[src/rtl/instr_fetch.sv]
// Instruction fetch/sequencer: loadable program memory plus a PC that issues one
// word at a time to the core and advances on the core's done handshake.
module instr_fetch #(
    parameter int          DEPTH     = 16,
    parameter int          ADDR_W    = 4,
    parameter logic [15:0] HALT_WORD = 16'h0000
) (
    input  logic              clk,
    input  logic              reset,
    input  logic              load_en,
    input  logic [ADDR_W-1:0] load_addr,
    input  logic [15:0]       load_data,
    input  logic              start,
    input  logic              core_done,
    output logic [15:0]       instruction,
    output logic              run,
    output logic [ADDR_W-1:0] pc,
    output logic              busy,
    output logic              halted
);

    localparam logic [ADDR_W-1:0] LAST_ADDR = ADDR_W'(DEPTH - 1);

    typedef enum logic [2:0] {
        S_IDLE,
        S_FETCH,
        S_ISSUE,
        S_WAIT,
        S_ADVANCE,
        S_HALTED
    } state_t;

    state_t            state_reg, state_next;
    logic [ADDR_W-1:0] pc_reg, pc_next;
    logic [15:0]       instruction_reg, instruction_next;
    logic              run_reg, run_next;
    logic              halted_reg, halted_next;

    logic [15:0]       mem [DEPTH];
    logic [15:0]       fetch_data_reg;
    logic              load_accept;

    // Program writes are only allowed while nothing is executing, so a write
    // can never collide with the FETCH read of the same word.
    assign load_accept = load_en && ((state_reg == S_IDLE) || (state_reg == S_HALTED));

    always_ff @(posedge clk) begin
        if (load_accept) begin
            mem[load_addr] <= load_data;
        end
        if (state_reg == S_FETCH) begin
            fetch_data_reg <= mem[pc_reg];
        end
    end

    always_ff @(posedge clk or posedge reset) begin
        if (reset) begin
            state_reg       <= S_IDLE;
            pc_reg          <= '0;
            instruction_reg <= '0;
            run_reg         <= 1'b0;
            halted_reg      <= 1'b0;
        end else begin
            state_reg       <= state_next;
            pc_reg          <= pc_next;
            instruction_reg <= instruction_next;
            run_reg         <= run_next;
            halted_reg      <= halted_next;
        end
    end

    always_comb begin
        state_next       = state_reg;
        pc_next          = pc_reg;
        instruction_next = instruction_reg;
        run_next         = run_reg;
        halted_next      = halted_reg;
        case (state_reg)
            S_IDLE, S_HALTED: begin
                if (start) begin
                    state_next  = S_FETCH;
                    pc_next     = '0;
                    halted_next = 1'b0;
                end
            end
            S_FETCH: begin
                state_next = S_ISSUE;
            end
            S_ISSUE: begin
                // The halt word is consumed here and never reaches the core.
                if (fetch_data_reg == HALT_WORD) begin
                    state_next  = S_HALTED;
                    halted_next = 1'b1;
                end else begin
                    instruction_next = fetch_data_reg;
                    run_next         = 1'b1;
                    state_next       = S_WAIT;
                end
            end
            S_WAIT: begin
                if (core_done) begin
                    run_next   = 1'b0;
                    state_next = S_ADVANCE;
                end
            end
            S_ADVANCE: begin
                if (pc_reg == LAST_ADDR) begin
                    state_next  = S_HALTED;
                    halted_next = 1'b1;
                end else begin
                    pc_next    = pc_reg + ADDR_W'(1);
                    state_next = S_FETCH;
                end
            end
            default: begin
                state_next = S_IDLE;
            end
        endcase
    end

    assign instruction = instruction_reg;
    assign run         = run_reg;
    assign pc          = pc_reg;
    assign halted      = halted_reg;
    assign busy        = (state_reg == S_FETCH) || (state_reg == S_ISSUE) ||
                         (state_reg == S_WAIT)  || (state_reg == S_ADVANCE);

endmodule

[config.mk]
export PLATFORM = sky130hd
export DESIGN_NAME = instr_fetch
export DESIGN_NICKNAME = d
export VERILOG_FILES = /design/src/rtl/instr_fetch.sv
export SDC_FILE = /design/constraint.sdc
export NUM_CORES = 1
export LEC_CHECK = 0
export CORE_MARGIN = 2
export CORE_UTILIZATION = 35
export DETAILED_ROUTE_END_ITERATION = 7
export MAX_ROUTING_LAYER = met4
export PLACE_DENSITY = 0.47
export SLEW_MARGIN = 20
export SYNTH_ARGS = -nofsm -noshare
export SYNTH_HDL_FRONTEND = slang
export SYNTH_SLANG_ARGS = --single-unit
[constraint.sdc]
create_clock -name clk -period 4.65 [get_ports clk]
set_clock_uncertainty 0.05 [all_clocks]
set_input_delay 0.93 -clock clk [delete_from_list [all_inputs] [get_ports clk]]
set_output_delay 0.93 -clock clk [all_outputs]
set_load 0.01 [all_outputs]
After elaboration in Yosys (flattened, before gate mapping):

Memories as Yosys holds them, arrays and structs flattened. A register that Yosys moved wholly into a read port is not among the register bits.
Cells that the tools add are included.

* bits in registers: 25
* bits of input ports: 25
* bits in writable memories: 256
* memories: 1
* output and inout bits: 23
* word-level logic and storage cells: 53

* equality and inequality tests: 12
* reduce and logical (&&, ||, !) cells: 16
* bitwise gates (word level): 1
* multiplexer cells: 17
* add/subtract/negate cells: 1

Memory list
* mem: words 16, width 16, read ports 1, clocked after memory_dff 1, wr ports 1, RTL line 39 `logic [15:0] mem [DEPTH];`

Operators with widths (number)
* $logic_not A16 Y1: 1
* $pmux W3 S5: 1
* $mux W3: 4
* $ne A2 B2 Y1 const B: 6
* $mux W4: 2
* $pmux W4 S2: 1
* $mux W1: 7
* $eq A3 B2 Y1 const B: 2
* $eq A3 B3 Y1 const B: 2
* $reduce_and A3 Y1: 2
* $add A4 B1 Y4 const B: 1
* $eq A4 B4 Y1 const B: 1
* $logic_or A1 B1 Y1: 4
* $reduce_and A2 Y1: 2
* $reduce_and A4 Y1: 1
* $reduce_bool A2 Y1: 2
* $eq A3 B1 Y1 const B: 1
* $logic_not A3 Y1: 1
* $pmux W1 S3: 1
* $reduce_bool A3 Y1: 1
* $pmux W1 S2: 1
* $reduce_or A2 Y1: 1
* $logic_and A1 B1 Y1: 1
* $not A1 Y1: 1

Longest topological paths before layout:

* depth after elaboration: 5
* depth in mapped cells: 6
* mapped depth without buffers: 5

Worst setup path after synthesis:

Ideal clock, no wire load.

* path type: input to register
* start: in load_en
* end: mem mem[0][0], enable pin
* data required time: 4.191 ns
* path slack: 1.491 ns
* cell stages on the path: 3
* library setup time: 0.409 ns
* arrival time: 2.699 ns
* cell sequence: and4_1 > or3b_1 > nor3_1

* word-level cells in the longest chain between the ends: 3

RTL lines
* from (decl): RTL line 10 `input logic load_en,`
* $logic_and A1 B1 Y1: RTL line 45 `assign load_accept = load_en && ((state_reg == S_IDLE) || (state_reg == S_HALTED));`
* $mux W1: RTL line 48 `if (load_accept) begin`
* $mux W1 (implied by the code): RTL line 49 `mem[load_addr] <= load_data;`
* to (decl): RTL line 39

No other way between the ends.

Final worst setup path:

* start: reg pc_reg[1] (netlist: pc[1])
* end: out pc[1]

RTL lines
* from (decl): RTL line 34 `logic [ADDR_W-1:0] pc_reg, pc_next;`
* from (signal assigned): RTL line 65 `pc_reg <= pc_next;`
* to (decl): RTL line 17 `output logic [ADDR_W-1:0] pc,`

No word-level cell between the ends.

==> results.md <==
* Outcome: finished, final reports clean
* Mux contribution to synthesized area at 14.5%
* Routability Congestion at 0.792
* Max frequency at between 0.3 and 0.4 GHz
* Startpoint types: register
* Htree depth at 2
* Vias in the first global route at 5621
* RSZ-0062 raised after global routing: no
* Hold Path Origin: instruction[13]
* Leak at 4.24 nW
* DRT Pass-1 Iters at 4
* Hold/Removal Path Class: reg2reg
* Vias/cell at 5.04
* Max reg flops at 256
* Post-CTS Setup Inserts at 0
* Global-route wire length before repair at 37.4 mm
* Async S/R FF share, synth at 8.42%
* Netlist Area Pre-Place at 0.0114 mm²
* Residual DRC count at 0
* Worst reg-to-reg setup slack at 1.67 ns
* Area share of and/or/nand/nor cells after synthesis at 3.26%
* Post-synthesis average cell area at 21.1 µm²
* Post-synth top cells: 272 x edfxtp_1, 64 x mux4_2, 32 x a22oi_1, 25 x dfrtp_1, 23 x nand2_1
* Share of cells above drive strength 1 at approximately a quarter
* IO Pins at 48
* Yosys Warn Count at 0
* Hold Path Depth at 1
* Worst R2R End: fetch_data_reg[0]
* CP Depth at 1
* VDD IR max at 0.208 mV
* Worst-path cell chain: clkdlybuf4s50_1
* Count leader, synth: edfxtp_1
* Clk pwr share at 33.9%
* Initial antenna violation count at 0
* Crit end category: primary output
* Ys flop type: edfxtp_1
* Final setup viols at 0
* Largest delay share family, worst path: flip-flops
* Clock Pin Slew Worst Setup and Hold Paths at 0.06 ns
* Fin area at 0.0134 mm²
* Post-synth top area share at just over 70%
* Comb pwr share at between 10% and 20%
* Crit path buffers/inverters at 1
* Netlist cell types at 39
* Later-pin clock latency in the skew report at 0.50 ns
* Routed WL per cell at 23.9 µm
* Synth Area in Compound Gates at 3.23%
* Post-Syn Instances at 540
* Switching share of power at 25.9%
* Routed Antenna Nets at 0
* Routed wire length at 25.6 mm
* CTS Root Cell: clkbuf_16
* First DRT Iteration DRCs at between 400 and 500
* Relative slew slack at 33.0%
* CP required at between 3 and 4 ns
* Worst-Margin Slew at 1.00 ns
* Detailed placement HPWL at 15.8 mm
* CORE AREA at between 0.03 and 0.04 mm²
* Area Overhead vs Synth at 18.0%
* Psw at 1.90 mW
* N_diodes at 0
* Largest family of logic cells by synthesized area: multiplexers
* Synth Area in Adders at 0.110%
* Crit Path Max Fanout at 42
* Synth area leaders: edfxtp_1 72%, mux4_2 13%, dfrtp_1 5.5%
* WHS Endpoint: instruction[13]
* Max-Cap Viols at 0
* Worst R2R Path Depth at 4
* Vias at roughly 5400
* Tcrit/Tclk final at 67.7%
* RR Startpoint: pc[1]
* Post-synthesis sequential area ratio at 77.2%
* GRT Total Usage at 16.0%
* XOR/XNOR Fraction of Synth Area at 0.0769%
* Nets at 633
* Fin. Hold Viols at 0
* Post-synth EDFFs at between 200 and 300
* Leading area contributor after synthesis: edfxtp_1
* CTS Buffer Depth at 3
* Die height at roughly 180 µm
* Clk sinks at 297
* Tmin final at 3.15 ns
* CP max stage delay at 0.98 ns
* Row count at 66
* Setup TNS Final at 0 ns
* #FFs+latches synth at 297
* Post-DP Area at 0.0124 mm²
* Largest net degree at the start of global routing at 72
* Int Pwr at 5.42 mW
* Sequential power share at between 40 and 50%
* Die area at 0.0340 mm²
* Grt total ovfl at 0
* Initial core utilization at roughly a third
* Slew Limit Fails at 0
* Final core utilization at a little over two fifths
* Hold Buf Count CTS at 0
* PD cells at 545 mW/mm²
* TritonCTS buffer count at 34
* Port Buf Inserts at between 40 and 50
* CTS tree: yes
* Crit path kind: reg2out
* Die X at about 180 µm
* Critical Path AT at 2.17 ns
* Syn Nets at 566
* CP max stage cell: dfrtp_4
* Post-CTS sizing at 0
[per-stage QoR]
stage	power (mW)	std cells	setup WS, ns	hold WS (ns)
floorplan	4.38	540	1.49	0.431
global placement	4.90	1013	1.20	0.442
detailed placement	4.93	1013	1.15	0.446
CTS	7.42	1071	1.39	0.457
global route	7.65	1071	1.34	0.470
finish	7.32	1071	1.50	0.452
[power by group through the flow]
stage	Sequential [mW]	Combinational (mW)	Clock, mW
after floorplan	3.35	1.03	0
after global placement	3.48	1.42	0
after detailed placement	3.49	1.44	0
after CTS	3.43	1.45	2.54
after global routing	3.47	1.53	2.64
final	3.42	1.42	2.48
[layout by cell type (no fill, tap or decap), drive strengths merged, types with 3 or more instances in the layout]
cell | synthesis | layout
nand2 | 23 | 23
clkdlybuf4s50 | 0 | 47
a21oi | 4 | 4
nor4 | 4 | 4
nor2 | 19 | 19
nand3 | 5 | 5
inv | 5 | 6
clkinv | 0 | 12
buf | 16 | 12
edfxtp | 272 | 272
mux4 | 64 | 64
nor2b | 3 | 3
dfrtp | 25 | 25
clkbuf | 12 | 42
mux2 | 16 | 16
nand3b | 3 | 3
nand2b | 5 | 5
nor3 | 5 | 5
a22oi | 32 | 32
o21ai | 6 | 6
[worst max-delay path by stage]
| stage | from | end |
|---|---|---|
| 6_report | pc[1] | pc[1] |
| 5_1_grt | pc[1] | pc[1] |
| 4_1_cts | pc[1] | pc[1] |
| 3_5_place_dp | load_en | mem[12][13] |
| 3_3_place_gp | load_en | mem[12][13] |
| 2_1_floorplan | load_en | mem[0][0] |
[metal layers]
layer | vias to the layer above | track usage [%] | part of all wire (%)
met5 | - | - | 0
met4 | 0 | 5.38 | 2.9
met3 | 43 | 2.39 | 4.8
met2 | 152 | 24.6 | 47
met1 | 2836 | 21.9 | 45
li1 | 2368 | - | -
[worst register-to-register path, cell delays in order, from the launching register on]
cell and delay, ns:
dfrtp_4 0.98, buf_4 0.67, mux4_2 0.64, a22oi_1 0.25
nand2_1 0.11
[layout make-up]
type                       count  area (µm²)
clock buffer                  42         902
clock inverter                16         131
fill                        2837       18800
inverter                       5        18.8
multi-input combinational    210        2470
sequential                   297        8800
tap                          442         553
timing repair buffer          59         573
[cell families after synthesis]
logic type | Yosys count
mux | 80
compound gates | 52
fa+ha+maj | 1
xor+xnor | 1
flops | 297
buf+inv | 33
simple gates | 76
No activity file was read; power rests on OpenSTA's default activity.
